### config.mk
export PLATFORM = sky130hd
export DESIGN_NAME = tron_arena_engine
export DESIGN_NICKNAME = d
export VERILOG_FILES = /design/src/rtl/tron_arena_engine.sv
export SDC_FILE = /design/constraint.sdc
export NUM_CORES = 1
export LEC_CHECK = 0
export BUFFER_PORTS_ARGS = -buffer_cell sky130_fd_sc_hd__buf_2
export CAP_MARGIN = 20
export CORE_MARGIN = 1.5
export CORE_UTILIZATION = 50
export CTS_CLUSTER_SIZE = 30
export DETAILED_ROUTE_END_ITERATION = 6
export PLACE_DENSITY = 0.68
export REMOVE_ABC_BUFFERS = 1
export SYNTH_ARGS = -nofsm -noshare
export SYNTH_HDL_FRONTEND = slang
export SYNTH_SLANG_ARGS = --single-unit
### constraint.sdc
create_clock -name clock -period 5.4 [get_ports clock]
set_input_delay 0.54 -clock clock [delete_from_list [all_inputs] [get_ports clock]]
set_output_delay 0.54 -clock clock [all_outputs]
set_load 0.03 [all_outputs]
### src/rtl/tron_arena_engine.sv
// Tron arena core: clears and optionally borders a pixel framebuffer, places riders,
// then steps them on a prescaled tick, detecting crashes through a sync-read RAM.
module tron_arena_engine #(
   parameter int NUM_PLAYERS    = 4,
   parameter int SCREEN_WIDTH   = 320,
   parameter int SCREEN_HEIGHT  = 240,
   parameter int ADDR_W         = 19,
   parameter int COLOR_W        = 3,
   parameter int CLOCKS_BY_TICK = 100000,
   parameter int STEP_TICKS     = 12
) (
   input  logic                           clock,
   input  logic                           reset_n,
   input  logic                           start,
   input  logic                           wrap_mode,
   input  logic [NUM_PLAYERS-1:0]         active_mask,
   input  logic [2*NUM_PLAYERS-1:0]       dir_in,
   output logic [ADDR_W-1:0]              ram_address,
   output logic                           ram_write_enabled,
   output logic [COLOR_W-1:0]             ram_write_data,
   input  logic [COLOR_W-1:0]             ram_read_data,
   output logic                           busy,
   output logic [NUM_PLAYERS-1:0]         alive,
   output logic                           game_over,
   output logic                           winner_valid,
   output logic [$clog2(NUM_PLAYERS)-1:0] winner_id
);

   localparam int XW       = $clog2(SCREEN_WIDTH);
   localparam int YW       = $clog2(SCREEN_HEIGHT);
   localparam int IW       = $clog2(NUM_PLAYERS);
   localparam int NPIX     = SCREEN_WIDTH * SCREEN_HEIGHT;
   localparam int WAIT_CYC = CLOCKS_BY_TICK * STEP_TICKS;
   localparam int WW       = $clog2(WAIT_CYC + 1);

   localparam logic [XW-1:0] X_MAX   = XW'(SCREEN_WIDTH - 1);
   localparam logic [YW-1:0] Y_MAX   = YW'(SCREEN_HEIGHT - 1);
   localparam logic [1:0]    D_UP    = 2'd0;
   localparam logic [1:0]    D_RIGHT = 2'd1;
   localparam logic [1:0]    D_DOWN  = 2'd2;
   localparam logic [1:0]    D_LEFT  = 2'd3;

   typedef enum logic [3:0] {
      S_IDLE, S_CLEAR, S_BORDER, S_PLACE, S_WAIT,
      S_STEP, S_READ, S_CHECK, S_WRITE, S_OVER
   } state_t;

   function automatic logic [ADDR_W-1:0] pix_addr(input logic [XW-1:0] x, input logic [YW-1:0] y);
      return ADDR_W'(int'(y) * SCREEN_WIDTH + int'(x));
   endfunction

   function automatic logic [COLOR_W-1:0] color_of(input logic [IW-1:0] i);
      return COLOR_W'(i) + COLOR_W'(1);
   endfunction

   // Lowest set index at or above 'from'; NUM_PLAYERS when there is none.
   function automatic int first_set(input logic [NUM_PLAYERS-1:0] m, input int from);
      int r;
      r = NUM_PLAYERS;
      for (int i = NUM_PLAYERS - 1; i >= 0; i--)
         if (i >= from && m[i]) r = i;
      return r;
   endfunction

   function automatic int count_ones(input logic [NUM_PLAYERS-1:0] m);
      int c;
      c = 0;
      for (int i = 0; i < NUM_PLAYERS; i++) c += int'(m[i]);
      return c;
   endfunction

   function automatic logic [XW-1:0] step_x(input logic [XW-1:0] x, input logic [1:0] d);
      logic [XW-1:0] r;
      r = x;
      if (d == D_RIGHT)     r = (x == X_MAX) ? '0 : x + XW'(1);
      else if (d == D_LEFT) r = (x == '0) ? X_MAX : x - XW'(1);
      return r;
   endfunction

   function automatic logic [YW-1:0] step_y(input logic [YW-1:0] y, input logic [1:0] d);
      logic [YW-1:0] r;
      r = y;
      if (d == D_DOWN)    r = (y == Y_MAX) ? '0 : y + YW'(1);
      else if (d == D_UP) r = (y == '0) ? Y_MAX : y - YW'(1);
      return r;
   endfunction

   state_t                 state_q, state_d;
   logic [ADDR_W-1:0]      clr_q, clr_d;
   logic [XW-1:0]          bx_q, bx_d;
   logic [YW-1:0]          by_q, by_d;
   logic [WW-1:0]          wcnt_q, wcnt_d;
   logic [IW-1:0]          idx_q, idx_d;
   logic                   wrap_q, wrap_d;
   logic [NUM_PLAYERS-1:0] active_q, active_d;
   logic [NUM_PLAYERS-1:0] alive_q, alive_d;
   logic [NUM_PLAYERS-1:0] crash_q, crash_d;
   logic [XW-1:0]          px_q [NUM_PLAYERS];
   logic [XW-1:0]          px_d [NUM_PLAYERS];
   logic [YW-1:0]          py_q [NUM_PLAYERS];
   logic [YW-1:0]          py_d [NUM_PLAYERS];
   logic [XW-1:0]          nx_q [NUM_PLAYERS];
   logic [XW-1:0]          nx_d [NUM_PLAYERS];
   logic [YW-1:0]          ny_q [NUM_PLAYERS];
   logic [YW-1:0]          ny_d [NUM_PLAYERS];
   logic [1:0]             dir_q [NUM_PLAYERS];
   logic [1:0]             dir_d [NUM_PLAYERS];

   logic [ADDR_W-1:0]      addr_q, addr_d;
   logic                   we_q, we_d;
   logic [COLOR_W-1:0]     data_q, data_d;
   logic                   busy_q, busy_d;
   logic                   over_q, over_d;
   logic                   wv_q, wv_d;
   logic [IW-1:0]          wid_q, wid_d;

   int                     nxt;
   logic [1:0]             nd;
   logic                   go_place;
   logic                   settle;
   logic [NUM_PLAYERS-1:0] wmask;

   always_comb begin
      state_d  = state_q;
      clr_d    = clr_q;
      bx_d     = bx_q;
      by_d     = by_q;
      wcnt_d   = wcnt_q;
      idx_d    = idx_q;
      wrap_d   = wrap_q;
      active_d = active_q;
      alive_d  = alive_q;
      crash_d  = crash_q;
      px_d     = px_q;
      py_d     = py_q;
      nx_d     = nx_q;
      ny_d     = ny_q;
      dir_d    = dir_q;
      nxt      = 0;
      nd       = '0;
      go_place = 1'b0;
      settle   = 1'b0;
      wmask    = alive_q & ~crash_q;

      case (state_q)
         S_IDLE, S_OVER: begin
            if (start) begin
               state_d  = S_CLEAR;
               clr_d    = '0;
               wrap_d   = wrap_mode;
               active_d = active_mask;
               alive_d  = '0;
               crash_d  = '0;
               for (int i = 0; i < NUM_PLAYERS; i++) begin
                  px_d[i]  = XW'((i + 1) * SCREEN_WIDTH / (NUM_PLAYERS + 1));
                  py_d[i]  = YW'(SCREEN_HEIGHT / 2);
                  dir_d[i] = (i % 2 == 0) ? D_UP : D_DOWN;
               end
            end
         end
         S_CLEAR: begin
            if (clr_q == ADDR_W'(NPIX - 1)) begin
               if (wrap_q) go_place = 1'b1;
               else begin
                  state_d = S_BORDER;
                  bx_d    = '0;
                  by_d    = '0;
               end
            end else clr_d = clr_q + ADDR_W'(1);
         end
         S_BORDER: begin
            // Full top/bottom rows; interior rows only touch x=0 and x=W-1.
            if (by_q == Y_MAX && bx_q == X_MAX) go_place = 1'b1;
            else if (by_q == '0 || by_q == Y_MAX) begin
               if (bx_q == X_MAX) begin
                  bx_d = '0;
                  by_d = by_q + YW'(1);
               end else bx_d = bx_q + XW'(1);
            end else if (bx_q == '0) bx_d = X_MAX;
            else begin
               bx_d = '0;
               by_d = by_q + YW'(1);
            end
         end
         S_PLACE: begin
            nxt = first_set(active_q, int'(idx_q) + 1);
            if (nxt < NUM_PLAYERS) idx_d = IW'(nxt);
            else begin
               alive_d = active_q;
               settle  = 1'b1;
            end
         end
         S_WAIT: begin
            if (wcnt_q == WW'(WAIT_CYC - 1)) begin
               state_d = S_STEP;
               wcnt_d  = '0;
            end else wcnt_d = wcnt_q + WW'(1);
         end
         S_STEP: begin
            crash_d = '0;
            for (int i = 0; i < NUM_PLAYERS; i++) begin
               nd = dir_in[2*i +: 2];
               if (alive_q[i]) begin
                  if (nd != (dir_q[i] ^ 2'b10)) dir_d[i] = nd;
                  nx_d[i] = step_x(px_q[i], dir_d[i]);
                  ny_d[i] = step_y(py_q[i], dir_d[i]);
               end
            end
            // Two heads landing on one pixel take each other out.
            for (int i = 0; i < NUM_PLAYERS; i++)
               for (int j = 0; j < NUM_PLAYERS; j++)
                  if (i != j && alive_q[i] && alive_q[j] &&
                      nx_d[i] == nx_d[j] && ny_d[i] == ny_d[j])
                     crash_d[i] = 1'b1;
            idx_d   = IW'(first_set(alive_q, 0));
            state_d = S_READ;
         end
         S_READ: state_d = S_CHECK;
         S_CHECK: begin
            if (ram_read_data != '0) crash_d[idx_q] = 1'b1;
            nxt = first_set(alive_q, int'(idx_q) + 1);
            if (nxt < NUM_PLAYERS) begin
               idx_d   = IW'(nxt);
               state_d = S_READ;
            end else begin
               wmask = alive_q & ~crash_d;
               nxt   = first_set(wmask, 0);
               if (nxt < NUM_PLAYERS) begin
                  idx_d   = IW'(nxt);
                  state_d = S_WRITE;
               end else begin
                  alive_d = wmask;
                  settle  = 1'b1;
               end
            end
         end
         S_WRITE: begin
            px_d[idx_q] = nx_q[idx_q];
            py_d[idx_q] = ny_q[idx_q];
            nxt = first_set(wmask, int'(idx_q) + 1);
            if (nxt < NUM_PLAYERS) idx_d = IW'(nxt);
            else begin
               alive_d = wmask;
               settle  = 1'b1;
            end
         end
         default: state_d = S_IDLE;
      endcase

      if (go_place) begin
         nxt = first_set(active_q, 0);
         if (nxt < NUM_PLAYERS) begin
            state_d = S_PLACE;
            idx_d   = IW'(nxt);
         end else begin
            alive_d = active_q;
            settle  = 1'b1;
         end
      end
      if (settle) begin
         wcnt_d  = '0;
         state_d = (count_ones(alive_d) >= 2) ? S_WAIT : S_OVER;
      end
   end

   // Outputs are registered from the state being entered, so the RAM port
   // always shows the access belonging to the current state.
   always_comb begin
      addr_d = '0;
      we_d   = 1'b0;
      data_d = '0;
      case (state_d)
         S_CLEAR: begin
            we_d   = 1'b1;
            addr_d = clr_d;
         end
         S_BORDER: begin
            we_d   = 1'b1;
            addr_d = pix_addr(bx_d, by_d);
            data_d = '1;
         end
         S_PLACE: begin
            we_d   = 1'b1;
            addr_d = pix_addr(px_d[idx_d], py_d[idx_d]);
            data_d = color_of(idx_d);
         end
         S_READ:  addr_d = pix_addr(nx_d[idx_d], ny_d[idx_d]);
         S_WRITE: begin
            we_d   = 1'b1;
            addr_d = pix_addr(nx_d[idx_d], ny_d[idx_d]);
            data_d = color_of(idx_d);
         end
         default: ;
      endcase
      busy_d = (state_d != S_IDLE) && (state_d != S_OVER);
      over_d = (state_d == S_OVER);
      wv_d   = over_d && (count_ones(alive_d) == 1);
      wid_d  = wv_d ? IW'(first_set(alive_d, 0)) : '0;
   end

   always_ff @(posedge clock or negedge reset_n) begin
      if (!reset_n) begin
         state_q  <= S_IDLE;
         clr_q    <= '0;
         bx_q     <= '0;
         by_q     <= '0;
         wcnt_q   <= '0;
         idx_q    <= '0;
         wrap_q   <= 1'b0;
         active_q <= '0;
         alive_q  <= '0;
         crash_q  <= '0;
         for (int i = 0; i < NUM_PLAYERS; i++) begin
            px_q[i]  <= '0;
            py_q[i]  <= '0;
            nx_q[i]  <= '0;
            ny_q[i]  <= '0;
            dir_q[i] <= '0;
         end
         addr_q   <= '0;
         we_q     <= 1'b0;
         data_q   <= '0;
         busy_q   <= 1'b0;
         over_q   <= 1'b0;
         wv_q     <= 1'b0;
         wid_q    <= '0;
      end else begin
         state_q  <= state_d;
         clr_q    <= clr_d;
         bx_q     <= bx_d;
         by_q     <= by_d;
         wcnt_q   <= wcnt_d;
         idx_q    <= idx_d;
         wrap_q   <= wrap_d;
         active_q <= active_d;
         alive_q  <= alive_d;
         crash_q  <= crash_d;
         for (int i = 0; i < NUM_PLAYERS; i++) begin
            px_q[i]  <= px_d[i];
            py_q[i]  <= py_d[i];
            nx_q[i]  <= nx_d[i];
            ny_q[i]  <= ny_d[i];
            dir_q[i] <= dir_d[i];
         end
         addr_q   <= addr_d;
         we_q     <= we_d;
         data_q   <= data_d;
         busy_q   <= busy_d;
         over_q   <= over_d;
         wv_q     <= wv_d;
         wid_q    <= wid_d;
      end
   end

   assign ram_address       = addr_q;
   assign ram_write_enabled = we_q;
   assign ram_write_data    = data_q;
   assign busy              = busy_q;
   assign alive             = alive_q;
   assign game_over         = over_q;
   assign winner_valid      = wv_q;
   assign winner_id         = wid_q;

endmodule

-- After elaboration in Yosys (flattened, before gate mapping)
Index checks and enable logic that the tools add are counted.
Widths: inputs -> output; s select.
- register bits after elaboration: 248
- input port bits: 19
- logic and storage cells: 456
- $add $sub $neg: 28
- multipliers: 3
- magnitude comparators: 15
- equal/unequal tests: 74
- mux-type cells: 209
- bitwise operators: 11
- reduce and logical (&&, ||, !) cells: 79
- operators by type and width (kind ; number):
    $mux 32 ; 23
    $mux 9 ; 37
    $mux 8 ; 38
    $lt 32x4->1 const B ; 5
    $eq 9x9->1 ; 12
    $eq 8x8->1 ; 12
    $mux 4 ; 20
    $pmux 19 s4 ; 1
    $mux 36 ; 2
    $pmux 36 s2 ; 1
    $pmux 32 s2 ; 1
    $mux 21 ; 3
    $mux 2 ; 31
    $add 17x9->18 ; 3
    $bmux 9 s2 ; 3
    $bmux 8 s2 ; 3
    $logic_and 1x1->1 ; 47
    $add 9x1->9 const B ; 5
    $eq 9x9->1 const B ; 5
    $logic_not 9->1 ; 5
    $add 8x1->8 const B ; 5
    $eq 8x8->1 const B ; 5
    $logic_not 8->1 ; 5
    $mux 19 ; 2
    60 further kinds ; 145

-- Logic depth before layout (Yosys ltp)
Gate-level depths: netlist (run 1).
- depth after elaboration: 30
- gate-level depth with buffers: 26
- mapped depth without buffers: 26

-- Worst setup path after synthesis (run 1)
OpenSTA, ideal clock, no wires.
- path type: reg2reg
- start point: register state_q[0]
- end point: register addr_q[15] (netlist: ram_address[15])
- setup time: 0.126 ns
- arrival: 5.173 ns
- required time: 5.274 ns
- path slack: 0.101 ns
- cell stages (with the launch flop): 23
- path buffers: 4
- cell sequence: dfrtp_1 buf_2 or4b_1 buf_2 nor3_4 o21ba_2 o31ai_4 inv_2 buf_2 buf_1 nor2_1 nor3_1 o21bai_1 ha_1 ha_1 inv_1 fa_1 nor3b_1 nand3b_1 nor4b_1 xor2_1 xnor2_1 a221o_1
- word-level cells in the longest chain between the ends: 14
- RTL lines (item ; RTL line ; text):
    start: declaration ; 88 ; state_t state_q, state_d;
    start signal: assignment ; 328 ; state_q <= state_d;
    branches (longest 13 deep; another with $add 17x9->18) ; n/a ;
    $pmux 19 s4 * ; 272 ; case (state_d)
    net addr_d[15] ; 109 ; logic [ADDR_W-1:0] addr_q, addr_d;
    end signal: assignment ; 345 ; addr_q <= addr_d;
    end: declaration ; 109 ;
Mark *: on every way through the listed nets, which the timed path passes. The select of a mux whose other input is x is not followed.
A chain may end at the register's enable or synchronous reset.

-- Final worst setup path (run 1)
- start point: register by_q[1]
- end point: register addr_q[15] (netlist: ram_address[15])
- RTL lines (item ; RTL line ; text):
    start: declaration ; 91 ; logic [YW-1:0] by_q, by_d;
    start signal: assignment ; 331 ; by_q <= by_d;
    $add 8x1->8, or another cell as far along ; 177, 182 ;
    $mux 8, or another cell as far along ; 179 ; end else if (bx_q == '0) bx_d = X_MAX;
    $mux 8 ; 174 ; else if (by_q == '0 || by_q == Y_MAX) begin
    $mux 8 * ; 173 ; if (by_q == Y_MAX && bx_q == X_MAX) go_place = 1'b1;
    $pmux 8 s2 * ; 145 ; case (state_q)
    net by_d[3] ; 91 ;
    $mul 8x3->11 * ; 49 ; return ADDR_W'(int'(y) * SCREEN_WIDTH + int'(x));
    $add 17x9->18 * ; 49 ;
    $pmux 19 s4 * ; 272 ;
    net addr_d[15] ; 109 ;
The timed path passes the listed nets; every way through them passes the cells marked *. The select of a mux whose other input is x is not followed.

==> metrics, run 1 <==
outcome complete, no violations; CTS tree done; Max Clk Rate about 190 MHz; GRT overflow 0; CTS buffer count 31; cell chosen for the clock root clkbuf_16; drt drc 0; Max Cap Violations 0; Synth Warn # 0; R2R depth 25; min-delay src wrap_mode; Vias/cell 6.42; Final Critical Period between 5000 and 6000 ps; ys flop type dfrtp_1; Final setup viols 0; slew margin rel. about a fifth; Worst-Margin Slew 1210 ps; fill count around 3700; Skew-Pair Late Insertion Delay 600 ps; Tot GR Track Use a little over a third; largest net degree at the start of global routing roughly 120; Clock Sinks 248; reg-to-reg setup timing slack between 150 and 200 ps; Post-synth EDFFs 0; pre-CTS setup slack slightly above 9 ps; Logic pwr share roughly a third; Detailed Routing Iterations Pass 1 7; Critical Path Slowest Stage Cell or4b_2; # rows 73; Power Internal slightly above 4000 uW; Seq pwr share 33.6%; leakage roughly 0.010 uW; RSZ-0062 raised after global routing true; crit path capture type flip-flop; peak supply drop between 0.0002 and 0.00025 V; Clock Skews between 20 and 30 ps; clock share of power approximately 35%; Hold Path Class primary input to flip-flop; hpwl dp between 50000 and 60000 microns; die area slightly above 0.04 sq mm; WHS between 100 and 150 ps; number of global-route vias before repair between 15000 and 20000; global-route wire length before repair about 110000 microns; worst endpoint data arrival time between 5000 and 6000 ps; crit path kind flip-flop to flip-flop; routed len/inst 24.1 microns; Post-synth ARST share 100%; Reg-to-Reg Start by_q[1]; startpoint types flip-flop; sequential area share after synthesis between 30% and 40%; Final period util ~96%; vias about 20000; CP max FO 5; Die Span Y 204 microns; synthesized area between 0.02 and 0.025 sq mm; fin. max-slew vios 0; Port Buf Inserts 50; clk slew on worst S/H paths 60 ps; switching power share of the total about 36%; switching pwr around 2300 uW; Pwr Density 280 mW/mm^2; antenna viol nets, final 0; top-level port count 51; DRT Wirelength 75300 microns; initial antenna violation count 1; layout cells sized above 1 between 15 and 20%; slowest stage delay, CP approximately 580 ps; global placement routability congestion 1.03; Diodes inserted 0; Cell variety after synth 113; Reg-to-Reg End ram_address[15]; Yosys reg bits between 200 and 250; CP required about 5900 ps; Most common cell on crit path inv_1; Layout area overhead 14.8%; Avg Cell Area, Syn just over 8 sq um; Die Span X about 200 microns; Starting Density roughly half; H-tree Lvls 1; Min-Delay Endpoint wrap_q; nets@finish 2677; Starting DRT DRC Count approximately 2300; total count of hold-check failures in the final report 0; hold path depth 3; Clock Path Buffers 3; final worst slack ~190 ps; core area 0.0397 sq mm; Mapped Cells between 2000 and 2500
## registers in the layout (all words and copies together) (netlist names)
name and flops:
nx_q 36, alive 4, ny_q 32, clr_q 19
winner_valid 1, active_q 4, game_over 1, ram_address 19
by_q 8, bx_q 9, state_q 4, crash_q 4
dir_q 8, wcnt_q 21, busy 1, idx_q 2
py_q 32, ram_write_data 3, px_q 36, wrap_q 1
winner_id 2, ram_write_enabled 1
## cell families after synthesis
kind of cell / synth area share, %
simple gates: 24.4
fa+ha+maj: 5.35
buf+inv: 4.84
compound gates: 21.9
mux: 3.55
flops: 30.8
xor+xnor: 9.17
## area by class of cell
cell class / count / area, sq um / share of cell area, %
clock buffers: 39 / 866 / 3.74
clock inverters: 17 / 221 / 0.958
inverters: 92 / 348 / 1.50
multi-input cells: 1980 / 13200 / 56.9
flip-flops and latches: 248 / 6210 / 26.8
well taps: 525 / 657 / 2.84
repair buffers: 223 / 1670 / 7.24
## cells in the mapped netlist, types with 13 or more instances
cell / number / share of area (%)
a211oi_1: 14 / 0.52
a21o_1: 17 / 0.63
a21oi_1: 86 / 2.1
a22o_1: 32 / 1.4
a31oi_1: 30 / 0.93
and3_1: 25 / 0.78
buf_1: 13 / 0.24
buf_2: 36 / 0.89
clkbuf_1: 100 / 1.9
dfrtp_1: 248 / 31
ha_1: 75 / 4.7
inv_1: 89 / 1.7
mux2_2: 18 / 1.0
mux2i_1: 47 / 2.3
nand2_1: 330 / 6.1
nand2b_1: 22 / 0.68
nand3_1: 112 / 2.8
nand4_1: 37 / 1.1
nor2_1: 202 / 3.8
nor2b_1: 30 / 0.93
nor3_1: 75 / 1.9
nor4_1: 32 / 0.99
nor4b_1: 14 / 0.61
o211ai_1: 23 / 0.86
o21ai_0: 178 / 4.4
o21ai_1: 13 / 0.32
o21bai_1: 18 / 0.67
o221ai_1: 21 / 0.91
o22ai_1: 15 / 0.47
or3_1: 22 / 0.68
xnor2_1: 107 / 4.6
xor2_1: 104 / 4.5
## worst max path at each step
stage          startpoint              end  slack (ps)  cells past startpoint
6_report          by_q[1]  ram_address[15]         190                     25
3_3_place_gp   state_q[0]  ram_address[15]          80                     21
2_1_floorplan    alive[2]  ram_address[15]       -1060                     19
5_1_grt           by_q[0]  ram_address[15]         -60                     22
4_1_cts           by_q[0]  ram_address[15]           6                     21
3_5_place_dp   state_q[0]  ram_address[15]           9                     21
## worst max-delay path: cells and delay by family, from the launching register on
| kind | cells | cell delay [ps] |
|---|---|---|
| fa+ha+maj | 4 | 830 |
| mux | 1 | 350 |
| flops | 1 | 420 |
| compound gates | 8 | 1480 |
| xor+xnor | 2 | 320 |
| simple gates | 5 | 1240 |
| buf+inv | 5 | 440 |
## through the flow
| stage | TNS, ps | instance area, sq um | cells | util, % | power, uW |
|---|---|---|---|---|---|
| after floorplan | -4190 | 19500 | 2320 | - | 3320 |
| after global placement | 0 | 21700 | 3052 | 54.7 | 4120 |
| after detailed placement | 0 | 21700 | 3052 | 54.7 | 4140 |
| after CTS | 0 | 22900 | 3110 | 57.5 | 6390 |
| after global routing | -76.9 | 23100 | 3124 | 58.2 | 6740 |
| final | 0 | 23100 | 3124 | 58.2 | 6480 |
## cell usage in the layout (no fill, tap or decap), types with 12 or more instances in the layout
cell | netlist | routed
or3_1 | 22 | 21
mux2i_1 | 47 | 46
o221ai_1 | 21 | 21
o211ai_1 | 23 | 23
nand2_1 | 330 | 330
ha_1 | 75 | 73
buf_4 | 2 | 164
nor4_1 | 32 | 32
xor2_1 | 104 | 103
o21ai_1 | 13 | 18
inv_1 | 89 | 88
nor2_1 | 202 | 200
nand2b_1 | 22 | 22
nand4_1 | 37 | 37
a21oi_1 | 86 | 82
a211oi_1 | 14 | 14
nor2b_1 | 30 | 27
a21o_1 | 17 | 17
buf_2 | 36 | 49
o31ai_1 | 12 | 12
o21a_1 | 12 | 12
clkbuf_16 | 0 | 31
a31oi_1 | 30 | 29
xnor2_1 | 107 | 107
mux2_2 | 18 | 17
nand3_1 | 112 | 111
a22o_1 | 32 | 32
o21bai_1 | 18 | 18
and3_1 | 25 | 25
o22ai_1 | 15 | 15
nor3_1 | 75 | 73
o21ai_0 | 178 | 169
dfrtp_1 | 248 | 246
## per-layer routing
layer	wire length [microns]	up-vias	track usage (%)
met4	2570	0	11.1
met5	0	-	0
met3	7010	141	6.02
met1	33100	9808	52.6
li1	-	9176	-
met2	32600	942	53.6
## power by group through the flow
stage | Sequential [uW] | Clock, uW | Combinational [uW]
floorplan | 2240 | 0 | 1080
global placement | 2200 | 0 | 1920
detailed placement | 2200 | 0 | 1940
CTS | 2170 | 2270 | 1950
global route | 2200 | 2340 | 2210
finish | 2180 | 2240 | 2060
## timing repair
action	CTS	global route
endpoints found under the hold margin	68	0
gates cloned	1	0
buffers inserted	0	14
hold buffers	1	0
gates resized for setup	3	47
setup endpoints to repair	1	5
pin swaps	1	16
No activity file was read; power rests on OpenSTA's default activity.
==> inputs of run 2 (changes only) <==
- ABC_AREA: unset -> 1
- SETUP_SLACK_MARGIN: unset -> 0.15
==> run 2 against run 1 <==
Worst hold slack better by 14 ps. Global-route usage up 5.0 points. Fmax grew 4.5%. Final area is 5.4% higher. Sequential cell count unchanged. Die area grew 8.1%. Non-clock buffer count decreased by 57. Clock-buffer cell count fell by 1. Setup slack gained 220 ps. Critical endpoint is now ram_address[16]. Largest power group is now combinational logic.
==> metrics, run 2 <==
outcome complete, no violations; crit path capture type flip-flop; Final Critical Period 4980 ps (-224 ps); most frequent cells in the layout nand2_1, inv_1, nor2_1; slew margin rel. 35.5% (+17 points); Starting Density 50.6% (-0.081 points); Die Span X 212 microns (+4.0%); H-tree Lvls 1 (unchanged); top flop regs nx_q (36), px_q (36); antenna viol nets, final 0 (unchanged); fin. max-slew vios 0 (unchanged); global placement routability congestion 1.11 (+7.9%); CTS buffer count 31 (unchanged); routed len/inst 21.8 microns (-9.5%); total count of hold-check failures in the final report 0 (unchanged); die area 0.0449 sq mm (+8.1%); DRT Wirelength 92300 microns (+23%); top cells by count, synth nand2_1, inv_1, nor2_1; leakage 0.0124 uW (+22%); CP required 5880 ps (about the same); Final setup viols 0 (unchanged); sequential area share after synthesis 28.4% (-2.3 points); Max Cap Violations 0 (unchanged); clk slew on worst S/H paths 70 ps (about the same); top cells by area, synth dfrtp_1, nand2_1, inv_1; startpoint types flip-flop; Clock Path Buffers 3 (unchanged); Logic pwr share 72.4% (+41 points); Max Clk Rate 201 MHz (+4.5%); worst endpoint data arrival time 5460 ps (-220 ps); Hold Path Class primary input to flip-flop; Avg Cell Area, Syn 6.19 sq um (-24%); nets@finish 3723 (+39%); wire length on met3 8800 microns (+26%); Pwr Density 759 mW/mm^2 (+170%); global-route wire length before repair 138000 microns (+21%); Port Buf Inserts 50 (unchanged); GRT overflow 0 (unchanged); # rows 76 (+4.1%); Mapped Cells 3527 (+43%); WL met1 36400 microns (+9.8%); drt drc 0 (unchanged); vias 25000 (+25%); Final period util 92.3% (-4.1 points); max layer used met4; Worst-Margin Slew 957 ps (-258 ps); Clock Sinks 248 (unchanged); final worst slack 418 ps (+224 ps); CP max FO 10 (+5); top cell type by total area after synthesis dfrtp_1; met2 WL 39900 microns (+22%); top-area cell type share of the netlist area 28.4% (-2.3 points); Vias/cell 5.91 (-8.0%); peak supply drop 0.00113 V (+360%); Cells after DPL 4165 (+36%); Starting DRT DRC Count 2898 (+26%); initial antenna violation count 2 (+1); commonest non-fill, non-tap cell in the layout nand2_1; Post-synth ARST share 100% (unchanged); Synth Warn # 0 (unchanged); Yosys reg bits 248 (unchanged); switching pwr 10600 uW (+350%); Cell variety after synth 65 (-42%); Power Internal 7920 uW (+91%); CTS tree done; Seq pwr share 15.8% (-18 points); number of global-route vias before repair 23400 (+25%); Non-Filler Instances 4233 (+35%); crit path kind flip-flop to flip-flop; clock share of power 11.8% (-23 points); top-level port count 51 (unchanged); Post-synth EDFFs 0 (unchanged); cell chosen for the clock root clkbuf_16; pre-CTS setup slack 28.3 ps (+19.2 ps); Tot GR Track Use 40.9% (+5.0 points); RSZ-0062 raised after global routing true; ys flop type dfrtp_1; Die Span Y 212 microns (+4.0%); total power 18500 uW (+190%); Detailed Routing Iterations Pass 1 6 (-1); count leader, synth nand2_1; hpwl dp 72500 microns (+27%); Clock Skews 15.6 ps (-11.6 ps); Skew-Pair Late Insertion Delay 600 ps (about the same); largest net degree at the start of global routing 92 (-23%); Layout area overhead 11.8%; switching power share of the total 57.2% (+21 points); layout cells sized above 1 9.52% (-6.1 points); synthesized area 0.0218 sq mm (+8.2%); core area 0.0431 sq mm (+8.4%)
run 2: final cells by class:
class | instances | area, sq um
inverters | 479 | 1810
fillers | 4354 | 18700
multi-input cells | 2696 | 13400
diodes | 2 | 5.00
repair buffers | 166 | 1170
clock inverters | 19 | 199
well taps | 585 | 732
flip-flops and latches | 248 | 6210
clock buffers | 38 | 852
run 2: kinds of logic after synthesis:
group	after synthesis	share of synthesized area, %
fa+ha+maj	82	4.94
xor+xnor	57	2.29
compound gates	644	16.4
buf+inv	583	10.5
mux	2	0.0918
flops	248	28.4
simple gates	1911	37.4
run 2: per-layer routing:
metal / vias up / GRT usage, %
met5: - / 0
met4: 0 / 26.8
met3: 305 / 7.57
met2: 1419 / 63.4
met1: 11600 / 52.1
li1: 11700 / -
run 2: final timing paths:
kind,to,depth (start not counted),start,slack (ps)
worst min register to register,wcnt_q[0],1,wcnt_q[0],520
worst max register to register,ram_address[16],26,idx_q[0],420
max in group asynchronous,state_q[0],3,reset_n,3690
min in group asynchronous,py_q[20],2,reset_n,500
worst min-delay path,active_q[3],3,active_mask[3],160
worst max-delay path,ram_address[16],26,idx_q[0],420
run 2: through the flow:
step	utilization (%)	TNS, ps	instance area [sq um]	hold slack, ps
2_1_floorplan	-	-8030	21300	244
3_3_place_gp	53.8	0	23200	488
3_5_place_dp	53.8	0	23200	501
4_1_cts	56.2	0	24200	153
5_1_grt	56.6	0	24400	175
6_report	56.6	0	24400	164
run 2: power groups by stage:
stage	sequential (uW)	clock, uW	combinational, uW
2_1_floorplan	2850	0	7770
3_3_place_gp	2900	0	12500
3_5_place_dp	2910	0	12700
4_1_cts	2890	2200	12800
5_1_grt	2960	2260	14500
6_report	2920	2180	13400
run 2: critical path: stages, from the launching register on:
cell and delay [ps]:
dfrtp_1 470, inv_2 170, nor2_4 60, inv_1 260, buf_4 290, o22ai_1 160
a211oi_2 420, buf_4 210, nor2_1 40, a211oi_1 300, a21oi_1 100, o21ai_0 90
buf_4 170, o21ai_1 80, buf_4 180, ha_1 300, ha_1 310, inv_1 80
o31ai_1 360, xor2_1 280, nor2_1 70, nand3_1 90, nor2_1 60, nand3_1 90
nand2_1 60, nand2_1 60, nand3_1 70
run 2: repair_timing:
| action | CTS | global route |
|---|---|---|
| endpoints found under the hold margin | 68 | 0 |
| gates resized for setup | 0 | 25 |
| setup endpoints to repair | 0 | 7 |
| setup buffers | 0 | 8 |
| hold buffers | 1 | 0 |
